[config.mk]
export PLATFORM = sky130hd
export DESIGN_NAME = lcv_mul_acc_seq
export DESIGN_NICKNAME = d
export VERILOG_FILES = /design/src/rtl/lcv_mul_acc_seq_pkg.sv /design/src/rtl/lcv_mul_acc_core.sv /design/src/rtl/lcv_mul_acc_seq.sv
export SDC_FILE = /design/constraint.sdc
export NUM_CORES = 1
export LEC_CHECK = 0
export ABC_AREA = 1
export BUFFER_PORTS_ARGS = -buffer_cell sky130_fd_sc_hd__buf_2
export CORE_ASPECT_RATIO = 1.25
export CORE_MARGIN = 8
export CORE_UTILIZATION = 60
export DETAILED_ROUTE_END_ITERATION = 7
export PLACE_DENSITY = 0.8
export SYNTH_ARGS = -nofsm -noshare
export SYNTH_HDL_FRONTEND = slang
export SYNTH_SLANG_ARGS = --single-unit
[constraint.sdc]
create_clock -name clk -period 6.01 [get_ports clk]
set_input_delay 1.202 -clock clk [delete_from_list [all_inputs] [get_ports clk]]
set_output_delay 1.202 -clock clk [all_outputs]
set_load 0.01 [all_outputs]
[src/rtl/lcv_mul_acc_seq_pkg.sv]
// Shared constants, FSM state encoding and overflow helper for the
// streaming multiply-accumulate sequencer.
package lcv_mul_acc_seq_pkg;

  localparam int unsigned LCV_MAC_OP_W   = 16;
  localparam int unsigned LCV_MAC_ACC_W  = 33;
  localparam int unsigned LCV_MAC_FULL_W = 36;

  typedef enum logic [1:0] {
    ST_IDLE = 2'd0,
    ST_ACC  = 2'd1,
    ST_HOLD = 2'd2
  } lcv_mac_state_e;

  // The full sum has left the signed 33-bit range when its top bits
  // are not a pure sign extension of bit 32.
  function automatic logic full_ovf(input logic [LCV_MAC_FULL_W-1:0] full);
    return full[35:33] != {3{full[32]}};
  endfunction

endpackage

[src/rtl/lcv_mul_acc_core.sv]
// Registered signed 16x16 multiply plus 33-bit addend, with a sticky
// range-overflow flag that can be cleared by the first beat of a vector.
module lcv_mul_acc_core
  import lcv_mul_acc_seq_pkg::*;
(
  input  logic                            clk_i,
  input  logic                            rst_ni,
  input  logic                            en_i,
  input  logic                            clr_i,
  input  logic signed [LCV_MAC_OP_W-1:0]  a_i,
  input  logic signed [LCV_MAC_OP_W-1:0]  b_i,
  input  logic        [LCV_MAC_ACC_W-1:0] c_i,
  output logic        [LCV_MAC_ACC_W-1:0] acc_o,
  output logic                            ovf_o
);

  (* use_dsp48 = "yes" *) logic signed [31:0] prod;
  logic [LCV_MAC_FULL_W-1:0] full;
  logic [LCV_MAC_ACC_W-1:0]  acc_q;
  logic                      ovf_q;

  always_comb begin
    prod = a_i * b_i;
    full = {{4{prod[31]}}, prod} + {{3{c_i[32]}}, c_i};
  end

  always_ff @(posedge clk_i or negedge rst_ni) begin
    if (!rst_ni) begin
      acc_q <= '0;
      ovf_q <= 1'b0;
    end else if (en_i) begin
      acc_q <= full[LCV_MAC_ACC_W-1:0];
      ovf_q <= (clr_i ? 1'b0 : ovf_q) | full_ovf(full);
    end
  end

  assign acc_o = acc_q;
  assign ovf_o = ovf_q;

endmodule

[src/rtl/lcv_mul_acc_seq.sv]
// Streaming dot-product sequencer: accepts (a,b) pairs, accumulates
// bias + sum(a*b) per vector and presents one held result per vector.
module lcv_mul_acc_seq
  import lcv_mul_acc_seq_pkg::*;
#(
  parameter int unsigned CNT_W = 8,
  parameter int unsigned ACC_W = 33
) (
  input  logic             clk,
  input  logic             rst,
  input  logic             in_valid,
  output logic             in_ready,
  input  logic [15:0]      in_a,
  input  logic [15:0]      in_b,
  input  logic             in_last,
  input  logic [ACC_W-1:0] bias,
  output logic             out_valid,
  input  logic             out_ready,
  output logic [ACC_W-1:0] out_sum,
  output logic [CNT_W-1:0] out_cnt,
  output logic             out_ovf
);

  lcv_mac_state_e   state_q, state_d;
  logic [CNT_W-1:0] cnt_q, cnt_d;
  logic             accept;
  logic             first;
  logic             hold;
  logic [ACC_W-1:0] acc;
  logic [ACC_W-1:0] addend;
  logic             ovf;

  assign hold = (state_q == ST_HOLD);

  // rst gates in_ready so nothing is offered as accepted while in reset.
  always_comb begin
    in_ready = rst && (hold ? out_ready : 1'b1);
    accept   = in_valid && in_ready;
    first    = accept && (state_q != ST_ACC);
    addend   = first ? bias : acc;
  end

  always_comb begin
    state_d = state_q;
    cnt_d   = cnt_q;
    unique case (state_q)
      ST_IDLE: if (accept) state_d = in_last ? ST_HOLD : ST_ACC;
      ST_ACC:  if (accept && in_last) state_d = ST_HOLD;
      ST_HOLD: if (out_ready) state_d = accept ? (in_last ? ST_HOLD : ST_ACC) : ST_IDLE;
      default: state_d = ST_IDLE;
    endcase
    if (first) begin
      cnt_d = CNT_W'(1);
    end else if (accept && (cnt_q != '1)) begin
      cnt_d = cnt_q + CNT_W'(1);
    end
  end

  always_ff @(posedge clk or negedge rst) begin
    if (!rst) begin
      state_q <= ST_IDLE;
      cnt_q   <= '0;
    end else begin
      state_q <= state_d;
      cnt_q   <= cnt_d;
    end
  end

  lcv_mul_acc_core u_core (
    .clk_i  (clk),
    .rst_ni (rst),
    .en_i   (accept),
    .clr_i  (first),
    .a_i    (in_a),
    .b_i    (in_b),
    .c_i    (addend),
    .acc_o  (acc),
    .ovf_o  (ovf)
  );

  always_comb begin
    out_valid = hold;
    out_sum   = hold ? acc : '0;
    out_cnt   = hold ? cnt_q : '0;
    out_ovf   = hold && ovf;
  end

endmodule

# Yosys cells after proc, flatten, opt, wreduce, memory -nomap -nowiden
# Cells that the tools add are included.
[totals] regBits=44 input_bits=70 out_inout_bits=44 wordCells=38
[classes] n_addsub=2 multipliers=1 n_eq_ne=8 mux=13 n_bitwise=1 reduce_logical=9
[op_table] op="2-to-1 mux 33 bit" n=2
[op_table] op="adder 32 x 33 -> 34 bit" n=1
[op_table] op="multiplier 16 x 16 -> 32 bit" n=1
[op_table] op="2-to-1 mux 8 bit" n=3
[op_table] op="2-to-1 mux 2 bit" n=5
[op_table] op="adder 8 x 1 -> 8 bit, second input constant" n=1
[op_table] op="!= test 8 bit, second input constant" n=1
[op_table] op="logical AND 1 bit" n=6
[op_table] op="!= test 2 bit, second input constant" n=3
[op_table] op="case mux 2 bit (3 select lines)" n=1
[op_table] op="!= test 3 bit" n=1
[op_table] op="AND reduction 3 bit" n=1
[op_table] op="equality test 2 x 1 -> 1 bit, second input constant" n=1
[op_table] op="equality test 2 bit, second input constant" n=1
[op_table] op="logical NOT 2 bit" n=1
[op_table] op="2-to-1 mux 1 bit" n=2
[op_table] op="!= test 2 x 1 -> 1 bit, second input constant" n=1
[op_table] op="nonzero test 2 bit" n=1
[op_table] op="OR 1 bit" n=1

# Depth between registers and ports, before layout
# Gate-level depths: netlist (run 1).
[depth] ltp_word=9 depth_mapped=34 depth_no_buf=32

# By module
# From an unflattened synthesis (run 1), not the netlist that was laid out.
[hier_totals] hier_cells=1924 hier_area_um2=14517.7
[modules_own_cells] mod="lcv_mul_acc_core" n_inst=1 cells_per_inst=1674 area_per_inst_um2=13215.2 seq_area_each_um2=850.8
[modules_own_cells] mod="lcv_mul_acc_seq" n_inst=1 cells_per_inst=250 area_per_inst_um2=1302.5 seq_area_each_um2=250.2

# Worst setup path before layout (run 1)
# Ideal clock, no wire load.
[synth_path] path_kind="input -> register" from="in in_a[15]" to="reg u_core.ovf_q (netlist: u_core.ovf_o)" setup_time_ps=117 arrival_ps=6523 required_ps=5893 slack_ps=-631 cell_stages=27 path_buffers=1 path_cell_list="clkbuf_1 -> nand2_1 -> inv_1 -> fa_1 -> inv_1 -> fa_1 -> inv_1 -> fa_1 -> inv_1 -> fa_1 -> inv_1 -> fa_1 -> inv_1 -> fa_1 -> inv_1 -> ha_1 -> inv_1 -> nor3_2 -> nand2_1 -> nor2_1 -> nand2_2 -> nand2_1 -> nand2_1 -> nand2_1 -> nand2_1 -> nand3_1 -> nand2_1"
[synth_via] elab_chain_len=4
[synth_rtl] item="start: declaration" line="lcv_mul_acc_seq.sv:13" source="input logic [15:0] in_a,"
[synth_rtl] item="multiplier 16 x 16 -> 32 bit" line="lcv_mul_acc_core.sv:23" source="prod = a_i * b_i;"
[synth_rtl] item="adder 32 x 33 -> 34 bit" line="lcv_mul_acc_core.sv:24" source="full = {{4{prod[31]}}, prod} + {{3{c_i[32]}}, c_i};"
[synth_rtl] item="!= test 3 bit" line="lcv_mul_acc_seq_pkg.sv:18" source="return full[35:33] != {3{full[32]}};"
[synth_rtl] item="OR 1 bit" line="lcv_mul_acc_core.sv:33" source="ovf_q <= (clr_i ? 1'b0 : ovf_q) | full_ovf(full);"
[synth_rtl] item="end signal: assignment" line="lcv_mul_acc_core.sv:33"
[synth_rtl] item="end: declaration" line="lcv_mul_acc_core.sv:20" source="logic ovf_q;"
# No other way between the ends.
# A chain may end at the register's enable or synchronous reset.

# Worst setup path after layout (run 1)
# Ends and elaborated chain as after synthesis.

==> results of run 1 <==
[placed cells by master (no fill, tap or decap), types with 22 or more instances in the layout]
cell type,netlist,final
nor2_1,99,76
inv_2,11,42
fa_1,305,292
ha_1,104,78
nand2_1,485,436
o21ai_0,75,67
dfrtp_1,44,44
buf_6,0,22
nand3_1,41,34
buf_4,3,182
inv_1,547,512
ha_4,0,26
nand2_2,8,40
buf_2,4,88
[worst max-delay path by stage]
stage / start / end / slack [ns]
global route: in_b[2] / u_core.acc_o[18]$_DFFE_PN0N_ / -0.33
global placement: in_a[15] / u_core.ovf_o$_DFFE_PN0N_ / -0.45
detailed placement: in_a[15] / u_core.ovf_o$_DFFE_PN0N_ / -0.68
CTS: in_b[7] / u_core.ovf_o$_DFFE_PN0N_ / -0.06
floorplan: in_a[15] / u_core.ovf_o$_DFFE_PN0N_ / -0.24
finish: in_a[15] / u_core.ovf_o$_DFFE_PN0N_ / -0.22
[cell type report]
| type | instances | area [µm²] | share of cell area [%] |
|---|---|---|---|
| clock inverter | 2 | 13.8 | 0.0763 |
| inverter | 559 | 2110 | 11.7 |
| sequential | 44 | 1100 | 6.10 |
| clock buffer | 6 | 139 | 0.769 |
| tap | 325 | 407 | 2.25 |
| timing repair buffer | 310 | 2390 | 13.2 |
| multi-input combinational | 1227 | 11900 | 65.9 |
[cell families (layout without fill, tap and decap cells)]
logic type,Yosys count,in the layout
xor+xnor,13,13
fa+ha+maj,409,409
flops,44,44
compound gates,137,137
simple gates,668,668
buf+inv,638,877
[routing by layer]
metal  share of wire, %  GRT usage, %
met5                  0             0
met4                6.3          10.3
met3                6.2          3.50
met2                 51          48.9
met1                 36          31.9
[worst max-delay path: cells and delay by family]
| family | cells | cell delay [ns] |
|---|---|---|
| AND/OR/NAND/NOR | 9 | 0.77 |
| AO/OA/AOI/OAI | 2 | 0.27 |
| buffers and inverters | 6 | 0.54 |
| adder cells (fa/ha/maj) | 7 | 3.66 |
[metrics by stage]
stage | cell area, µm² | setup TNS, ns
detailed placement | 16700 | -9.28
CTS | 17100 | -0.0857
global placement | 16700 | -6.67
finish | 18000 | -1.56
global route | 18000 | -3.53
floorplan | 14800 | -0.518
[cell usage after synthesis, drive strengths merged, types with 3 or more instances]
library cell	number	area, µm²
or2	3	18.8
xnor2	9	78.8
fa	305	6110
nor3	6	40.0
dfrtp	44	1100
xor2	4	35.0
nand4	6	37.5
ha	104	1300
inv	558	2090
buf	8	46.3
nand3	47	273
clkbuf	71	267
a21oi	39	206
nand3b	3	22.5
nand2	495	1890
nor2	104	408
o21bai	3	22.5
o21ai	86	430
[sequential cells by signal, summed over array words and instances, names as in the netlist]
signal        flops
cnt_q             8
state_q           2
u_core.acc_o     33
u_core.ovf_o      1
[what timing repair did]
item                       in CTS  in global routing
gates resized for setup        61                220
buffers inserted                4                 18
setup endpoints to repair      20                 22
gates cloned                    0                  1
pin swaps                      22                 90
==> summary.txt, run 1 <==
Clock tree
  • Insertion delay to the later sink of the worst-skew pair: about 0.29 ns
  • CTS tree: done
  • Clk sink count: 44
  • Inserted Clock Buffers: 5
  • CTS root buf: clkbuf_16
  • H-Tree Depth: 2
  • Clock slew at reported path FFs: 0.07 ns
  • Hold-fix buffers at CTS: 0
  • Maximum clock insertion buffer count: 2

Critical path
  • Required time of the worst setup path: between 6 and 7 ns
  • Reg2reg end: u_core.ovf_o$_DFFE_PN0N_
  • Crit path DAT: between 6 and 7 ns
  • Worst r2r path cells: 28
  • Reg2Reg Launch Point: state_q[1]$_DFFE_PN0P_
  • Startpoint types: primary input
  • Critical path peak fanout: 6
  • Max incr delay on CP: 0.62 ns
  • Max stage delay cell, worst path: fa_2
  • Crit-path cells: buf_16 -> nand2_4 -> inv_2 -> fa_2 -> inv_4 -> fa_2 -> inv_4 -> buf_12 -> fa_1 -> fa_2 -> fa_1 -> fa_1 -> ha_4 -> inv_1 -> o21bai_1 -> nor2_1 -> nand2_1 -> a21oi_2 -> nand2_1 -> nand2_1 -> nand2_2 -> nand2_1 -> nand3_1 -> nand2_1
  • CP most frequent cell: nand2_1
  • Crit Path Category: primary input to flop
  • CP Capture Type: flop
  • Reg2reg setup slack: around 0.49 ns

Floorplan
  • Die area: slightly below 0.03 mm²
  • Die height: ~190 µm
  • Std cell rows: 63
  • IO Pins: around 110
  • Core area: 0.0237 mm²
  • Initial Util: about three fifths
  • DIE WIDTH: about 150 µm

Synthesis
  • Netlist cell types: between 40 and 50
  • Simple-gate share of the synthesized area: between 10% and 20%
  • Yosys warns: 0
  • FF+latch count, synth: 44
  • Post-Syn Area: ~0.014 mm²
  • Adder-cell area share of the yosys netlist: slightly above 50%
  • Mean area per synthesized cell: around 7.6 µm²
  • Post-synthesis sequential area ratio: 7.61%
  • Largest family of logic cells by synthesized area: adder cells
  • EDFF count, synth: 0
  • Mapped Nets: roughly 2.4k
  • Post-synthesis mux area share: 0%
  • Gate Count Post-Synth: 1909
  • Synth async-reset ratio: 100%
  • Compound-cell area share of the yosys netlist: roughly 5.0%
  • Main flop type after synthesis: dfrtp_1
  • Area share of xor/xnor cells in the synthesized design: less than 1%

Status
  • Failing checks: negative setup slack
  • Status: complete, but fails checks

Route
  • Vias per inst: between 5 and 6
  • Total routed wirelength: 42400 µm
  • DRC: 0
  • 1st-pass router iterations: 5
  • WL/cell: approximately 17 µm
  • Remaining antenna violation count: 0
  • Vias: ~13k
  • Initial DRC Count: 908

Place
  • Port Buffers: around 110
  • Post-place setup slack: -0.682 ns
  • Hpwl dp: between 30000 and 40000 µm
  • Routability cong.: between 0.9 and 1
  • Placed Instances: between 2k and 2.5k

GRT
  • Global Route Usage Sum: a little over a quarter
  • Vias in the first global route: between 10k and 15k
  • First-pass GRT wire length: 64500 µm
  • Gr ovfl total: 0
  • Initial antenna violation count: 0
  • Largest net degree at the start of global routing: between 40 and 50

STA
  • Final Hold Fails: 0
  • Final worst slack: -0.218 ns
  • Worst-margin pin slew: approximately 0.99 ns
  • Clock Skew: a little under 0.005 ns
  • Crit path time final: just over 6 ns
  • Max Clock Freq: around 0.16 GHz
  • Setup Viol. Count Final: 14
  • RSZ-0062 raised after global routing: true
  • Min Hold Slack: about 0.50 ns
  • Fin crit share: 104%
  • Worst slew margin: 33.4%
  • Pins Over Slew Limit: 0

Layout
  • Layout cell share with drive strength beyond 1: between 20 and 25%
  • Fillers: approximately 1.6k
  • Nets: 2626
  • Antenna cell count: 0
  • Area Growth Syn to Fin: 24.7%
  • Final core occ: around three quarters
  • Post-Layout Cell Count: approximately 2.5k

Hold path
  • Hold Crit Class: flop to flop
  • WHS Path Cells: 2
  • Sink of the worst hold path: u_core.acc_o[29]$_DFFE_PN0N_
  • Hold path startpoint: u_core.acc_o[29]$_DFFE_PN0N_

Run
  • Max Cap Violations: 0
Power of run 1 is not shown: default switching activity piles up to over one toggle a cycle in this logic, so the estimate is an artifact.
==> run 2: changes to the inputs <==
--- a/config.mk
+++ b/config.mk
@@ -8,4 +8,5 @@
 export ABC_AREA = 1
 export BUFFER_PORTS_ARGS = -buffer_cell sky130_fd_sc_hd__buf_2
+export CAP_MARGIN = 20
 export CORE_ASPECT_RATIO = 1.25
 export CORE_MARGIN = 8
==> constraint.sdc (replaced) <==
create_clock -name clk -period 6.01 [get_ports clk]
set_input_delay 1.803 -clock clk [delete_from_list [all_inputs] [get_ports clk]]
set_output_delay 1.803 -clock clk [all_outputs]
set_load 0.01 [all_outputs]
==> run 2 against run 1 <==
Against the previous run:
- the run still ends with negative setup slack left
- sequential share of layout area decreased by 0.11 points
- die area unchanged
- via count down 0.59%
- clock skew about the same
- register-to-register slack gained 0.03 ns
- non-clock buffer count up 7
- worst setup slack got worse by 0.52 ns
- routed wire length decreased by 0.69%
- critical endpoint unchanged
- highest routed layer unchanged
==> summary.txt, run 2 (same netlist as run 1, synthesis figures left out) <==
Clock tree
  • CTS tree: done
  • Maximum clock insertion buffer count: 2 (unchanged)
  • Clock slew at reported path FFs: 0.06 ns (about the same)
  • Insertion delay to the later sink of the worst-skew pair: 0.30 ns (about the same)
  • CTS root buf: clkbuf_16
  • Clk sink count: 44 (unchanged)
  • Hold-fix buffers at CTS: 0 (unchanged)
  • Inserted Clock Buffers: 5 (unchanged)
  • H-Tree Depth: 2 (unchanged)

Layout
  • Layout cell share with drive strength beyond 1: 27.0% (+2.1 points)
  • Leading cell types in the layout, fill and taps excluded: inv_1, nand2_1, fa_1
  • Antenna cell count: 0 (unchanged)
  • Nets: 2633 (+0.27%)
  • Commonest non-fill, non-tap cell in the layout: inv_1
  • Area Growth Syn to Fin: 27.0%
  • Max FFs per register: 33 (unchanged)

Critical path
  • Critical path peak fanout: 10 (+4)
  • CP most frequent cell: nand2_1
  • Required time of the worst setup path: 6.19 ns (-0.05 ns)
  • CP Capture Type: flop
  • CP Buf/Inv Count: 7 (+1)
  • Worst r2r path cells: 24 (-14%)
  • Startpoint types: primary input
  • Worst path depth: 26 (+8.3%)
  • Crit path DAT: 6.93 ns (+0.47 ns)
  • Max stage delay cell, worst path: fa_2
  • Crit Path Category: primary input to flop
  • CP startpoint: in_b[3]
  • Reg2reg end: u_core.acc_o[21]$_DFFE_PN0N_
  • CP delay by family, top: adder cells
  • CP endpoint: u_core.ovf_o$_DFFE_PN0N_
  • Max incr delay on CP: 0.62 ns (about the same)
  • Reg2reg setup slack: 0.52 ns (+0.03 ns)
  • Reg2Reg Launch Point: state_q[0]$_DFFE_PN0P_

GRT
  • Global Route Usage Sum: 28.3% (+1.3 points)
  • Gr ovfl total: 0 (unchanged)
  • Largest net degree at the start of global routing: 46 (unchanged)
  • Vias in the first global route: 14.2k (+2.6%)
  • First-pass GRT wire length: 67400 µm (+4.6%)
  • Initial antenna violation count: 0 (unchanged)

Hold path
  • Hold Crit Class: flop to flop

Floorplan
  • Initial Util: 61.0% (unchanged)
  • IO Pins: 114 (unchanged)
  • Std cell rows: 63 (unchanged)
  • Die area: 0.0294 mm² (unchanged)
  • DIE WIDTH: 155 µm (unchanged)
  • Die height: 190 µm (unchanged)
  • Core area: 0.0237 mm² (unchanged)

Route
  • Total routed wirelength: 42100 µm (-0.69%)
  • Vias: 13.0k (-0.59%)
  • Remaining antenna violation count: 0 (unchanged)
  • DRC: 0 (unchanged)
  • Vias per inst: 5.26 (-0.87%)
  • 1st-pass router iterations: 5 (unchanged)
  • WL/cell: 17.0 µm (-0.97%)
  • Initial DRC Count: 774 (-15%)

STA
  • Worst-margin pin slew: 0.726 ns (-0.267 ns)
  • Final Hold Fails: 0 (unchanged)
  • Crit path time final: 6.75 ns (+0.519 ns)
  • Setup TNS: -12.32 ns (-10.75 ns)
  • Fin crit share: 112% (+8.6 points)
  • Pins Over Slew Limit: 0 (unchanged)
  • RSZ-0062 raised after global routing: true
  • Worst slew margin: 51.5% (+18 points)
  • Final worst slack: -0.737 ns (-0.519 ns)
  • Setup Viol. Count Final: 25 (+11)
  • Max Clock Freq: 0.148 GHz (-7.7%)
  • Clock Skew: 0.00506 ns (+0.000244 ns)

Status
  • Status: complete, but fails checks
  • Failing checks: negative setup slack

Place
  • Routability cong.: 0.955 (+0.10%)
  • Hpwl dp: 33600 µm (+0.72%)
  • Port Buffers: 113 (unchanged)

Run
  • Max Cap Violations: 0 (unchanged)
run 2: changes by cell type in the layout (fill, tap and decap cells not counted), moves of 6 or more:
| cell | before | now |
|---|---|---|
| fa_2 | 13 | 19 |
| ha_1 | 78 | 72 |
| o21ai_0 | 67 | 59 |
| nand2_1 | 436 | 428 |
| nor2_1 | 76 | 69 |
| fa_1 | 292 | 286 |
| buf_4 | 182 | 189 |
| a21oi_4 | 4 | 11 |
| buf_8 | 3 | 10 |
| nand2_2 | 40 | 50 |
| nor2_2 | 12 | 19 |
run 2: how the worst min path moves through the flow:
stage	slack [ns]	cells past startpoint	end	start
floorplan	0.45	2	u_core.acc_o[27]$_DFFE_PN0N_	u_core.acc_o[27]$_DFFE_PN0N_
global placement	0.47	2	u_core.acc_o[28]$_DFFE_PN0N_	u_core.acc_o[28]$_DFFE_PN0N_
detailed placement	0.48	2	u_core.acc_o[29]$_DFFE_PN0N_	u_core.acc_o[29]$_DFFE_PN0N_
CTS	0.50	2	u_core.acc_o[29]$_DFFE_PN0N_	u_core.acc_o[29]$_DFFE_PN0N_
global route	0.53	2	u_core.acc_o[28]$_DFFE_PN0N_	u_core.acc_o[28]$_DFFE_PN0N_
finish	0.50	2	u_core.acc_o[29]$_DFFE_PN0N_	u_core.acc_o[29]$_DFFE_PN0N_
run 2: metal layers:
metal	routed length (µm)	vias to the layer above	GRT usage, %
li1	-	5928	-
met1	16100	6367	34.9
met2	21400	568	49.7
met3	2420	185	3.70
met4	2230	0	10.6
met5	0	-	0
run 2: worst min-delay path, stage by stage, from the launching register on:
cell and delay [ns]:
dfrtp_1 0.35, nand2_1 0.06, nand2_1 0.06
run 2: cell type report:
type                            instances  area, µm²
Multi-Input combinational cell       1227      12100
Fill cell                            1523       5340
Timing Repair Buffer                  317       2500
Inverter                              559       2110
Sequential cell                        44       1100
Tap cell                              325        407
Clock buffer                            6        139
Clock inverter                          2       13.8
run 2: stage by stage:
step | worst slack, ns | hold WS (ns) | area (µm²) | cells | utilization, %
after floorplan | -0.844 | 0.449 | 15100 | 1909 | -
after global placement | -1.13 | 0.468 | 16800 | 2443 | 70.8
after detailed placement | -1.21 | 0.484 | 16800 | 2443 | 70.8
after CTS | -0.665 | 0.498 | 17800 | 2465 | 75.0
after global routing | -0.908 | 0.532 | 18400 | 2480 | 77.5
final | -0.737 | 0.499 | 18400 | 2480 | 77.5
run 2: what timing repair did:
item	CTS	global route
setup endpoints to repair	26	28
resized for setup	203	113
gates cloned	1	1
buffers inserted	13	13
pin swaps	79	51
Power of run 2 is left out for the same reason.
==> run 3: changes to the inputs <==
ABC_AREA = unset   (was 1)
==> run 3 against run 2 <==
Against the previous run:
- the run still ends with negative setup slack left
- count of clock-buffer cells in the layout grew 2
- critical path depth shrank 1
- final area shrank 4.7%
- core utilization shrank 0.67 points
- non-clock buffer count grew 11
- global-route usage shrank 0.20 points
- sequential share of layout area grew 0.30 points
- sequential cell count is the same
- die area shrank 3.9%
- synthesized area shrank 4.3%
- via count shrank 10%
- highest routed layer unchanged
==> summary.txt, run 3 <==
Status
  • Status: complete, but fails checks
  • Failing checks: negative setup slack

Critical path
  • Reg2reg end: u_core.ovf_o$_DFFE_PN0N_
  • Crit Path Category: primary input to flop
  • CP Capture Type: flop
  • Reg2reg setup slack: 0.12 ns (-0.40 ns)
  • Startpoint types: primary input
  • Critical path peak fanout: 7 (-3)
  • Reg2Reg Launch Point: state_q[0]$_DFFE_PN0P_
  • Worst r2r path cells: 24 (unchanged)
  • Crit path DAT: 7.29 ns (+0.36 ns)
  • Required time of the worst setup path: 6.23 ns (+0.04 ns)

STA
  • Worst slew margin: 34.3% (-17 points)
  • Final Hold Fails: 0 (unchanged)
  • Worst-margin pin slew: 0.984 ns (+0.258 ns)
  • Crit path time final: 7.08 ns (+0.329 ns)
  • Max Clock Freq: 0.141 GHz (-4.7%)
  • Clock Skew: 0.00676 ns (+0.00170 ns)
  • Setup Viol. Count Final: 24 (-4.0%)
  • Pins Over Slew Limit: 0 (unchanged)
  • Final worst slack: -1.07 ns (-0.329 ns)
  • RSZ-0062 raised after global routing: true
  • Fin crit share: 118% (+5.5 points)

Layout
  • Max FFs per register: 33 (unchanged)
  • Area Growth Syn to Fin: 26.5%
  • Final Cell Area: 0.0175 mm² (-4.7%)
  • Multi-input logic area: 0.0121 mm² (-0.11%)
  • Nets: 2323 (-12%)
  • Final core occ: 76.8% (-0.67 points)
  • Commonest non-fill, non-tap cell in the layout: inv_1
  • FF/Latch Area: 0.00110 mm² (unchanged)
  • Leading cell types in the layout, fill and taps excluded: inv_1, fa_1, nand2_1
  • Fillers: 1439 (-5.5%)
  • Layout cell share with drive strength beyond 1: 27.0% (+0.031 points)
  • Antenna cell count: 0 (unchanged)

Route
  • 1st-pass router iterations: 6 (+1)
  • Remaining antenna violation count: 0 (unchanged)
  • Total routed wirelength: 39000 µm (-7.6%)
  • Vias: 11.7k (-10%)
  • Vias per inst: 5.48 (+4.1%)
  • WL/cell: 18.3 µm (+7.5%)
  • Initial DRC Count: 868 (+12%)
  • DRC: 0 (unchanged)

Synthesis
  • Netlist cell types: 59 (+40%)
  • Main flop type after synthesis: dfrtp_1
  • Mean area per synthesized cell: 8.82 µm² (+16%)
  • Synth async-reset ratio: 100% (unchanged)
  • EDFF count, synth: 0 (unchanged)
  • Mapped Nets: 2049 (-14%)
  • Post-Syn Area: 0.0139 mm² (-4.3%)
  • Post-synth top cells: inv_1, fa_1, nand2_1, and2_1, ha_1
  • Yosys warns: 0 (unchanged)
  • Post-synth top area cell: fa_1
  • Post-synthesis sequential area ratio: 7.95% (+0.34 points)
  • Synth top area share: 44.1% (+1.9 points)
  • Gate Count Post-Synth: 1570 (-18%)
  • Most frequent cell after synthesis: inv_1
  • Largest cells by area after synthesis: fa_1, ha_1, inv_1
  • FF+latch count, synth: 44 (unchanged)

Floorplan
  • Die area: 0.0282 mm² (-3.9%)
  • Die height: 186 µm (-2.0%)
  • Core area: 0.0228 mm² (-3.9%)
  • DIE WIDTH: 152 µm (-1.9%)
  • Std cell rows: 62 (-1.6%)
  • Initial Util: 60.7% (-0.27 points)
  • IO Pins: 114 (unchanged)

Clock tree
  • Inserted Clock Buffers: 5 (unchanged)
  • Insertion delay to the later sink of the worst-skew pair: 0.29 ns (about the same)
  • Hold-fix buffers at CTS: 0 (unchanged)
  • H-Tree Depth: 2 (unchanged)
  • Clk sink count: 44 (unchanged)
  • CTS root buf: clkbuf_16
  • Maximum clock insertion buffer count: 2 (unchanged)
  • Clock slew at reported path FFs: 0.06 ns (about the same)
  • CTS tree: done

Hold path
  • Hold path startpoint: u_core.acc_o[2]$_DFFE_PN0N_
  • Hold Crit Class: flop to flop
  • WHS Path Cells: 2 (unchanged)
  • Sink of the worst hold path: u_core.acc_o[2]$_DFFE_PN0N_

Place
  • Routability cong.: 0.895 (-6.3%)
  • Hpwl dp: 32100 µm (-4.7%)
  • Area after DPL: 0.0164 mm² (-2.6%)
  • Port Buffers: 113 (unchanged)

GRT
  • First-pass GRT wire length: 64500 µm (-4.3%)
  • Vias in the first global route: 13.3k (-6.2%)
  • Largest net degree at the start of global routing: 60 (+30%)
  • Global Route Usage Sum: 28.0% (-0.20 points)
  • Gr ovfl total: 0 (unchanged)
  • Initial antenna violation count: 0 (unchanged)

Run
  • Max Cap Violations: 0 (unchanged)
run 3: logic make-up (layout without fill, tap and decap cells):
| kind of cell | count (synthesis) | in the layout | share of synthesized area (%) |
|---|---|---|---|
| compound gates | 145 | 145 | 6.97 |
| xor+xnor | 39 | 39 | 2.57 |
| fa+ha+maj | 409 | 409 | 53.5 |
| buf+inv | 402 | 677 | 11.0 |
| flops | 44 | 44 | 7.95 |
| mux | 1 | 1 | 0.0723 |
| simple gates | 530 | 530 | 18.0 |
run 3: worst max-delay path by stage:
stage | from | to | slack (ns) | cells after the start
2_1_floorplan | in_a[15] | u_core.ovf_o$_DFFE_PN0N_ | -1.16 | 24
3_3_place_gp | in_a[15] | u_core.acc_o[27]$_DFFE_PN0N_ | -1.50 | 23
3_5_place_dp | in_a[15] | u_core.ovf_o$_DFFE_PN0N_ | -1.61 | 23
4_1_cts | in_a[15] | u_core.ovf_o$_DFFE_PN0N_ | -1.02 | 25
5_1_grt | in_a[15] | u_core.ovf_o$_DFFE_PN0N_ | -1.26 | 24
6_report | in_a[15] | u_core.ovf_o$_DFFE_PN0N_ | -1.07 | 25
run 3: area by class of cell:
class	instances	area share [%]
Multi-Input combinational cell	1124	69.1
Inverter	341	7.34
Tap cell	288	2.06
Clock buffer	8	0.836
Timing Repair Buffer	328	14.4
Sequential cell	44	6.29
run 3: per-stage QoR:
stage / hold WS [ns] / setup TNS (ns) / setup WS [ns] / cells
final: 0.497 / -19.06 / -1.07 / 2133
after global routing: 0.536 / -22.70 / -1.26 / 2133
after CTS: 0.503 / -17.23 / -1.02 / 2123
after detailed placement: 0.485 / -29.46 / -1.61 / 2102
after global placement: 0.478 / -27.39 / -1.50 / 2102
after floorplan: 0.447 / -13.59 / -1.16 / 1570
run 3: worst max-delay path: stages:
cell and delay, ns:
buf_12 0.12, buf_12 0.13, nand2_8 0.06, inv_4 0.03, fa_2 0.55, inv_2 0.06
fa_2 0.61, inv_4 0.08, fa_1 0.54, inv_2 0.07, fa_1 0.51, inv_1 0.06
fa_1 0.47, inv_1 0.05, fa_1 0.50, inv_2 0.05, ha_4 0.23, or2_4 0.25
a21oi_2 0.14, or3_4 0.15, a21oi_2 0.03, nor3_2 0.22, xnor2_1 0.18, xnor3_1 0.25
o21ai_1 0.13
run 3: timing repair:
item                                    in CTS  in global routing
pin swaps                                   43                 66
setup buffers                               14                 10
endpoints found under the setup margin      25                 26
endpoints found under the hold margin        0                  0
gates resized for setup                    124                 83
run 3: metal layers:
layer	GRT usage, %	wire length [µm]	vias to the layer above
li1	-	-	5223
met1	33.7	15400	5883
met2	50.1	20000	467
met3	4.18	2280	114
met4	10.9	1290	0
met5	0	0	-
Power of run 3 is left out for the same reason.
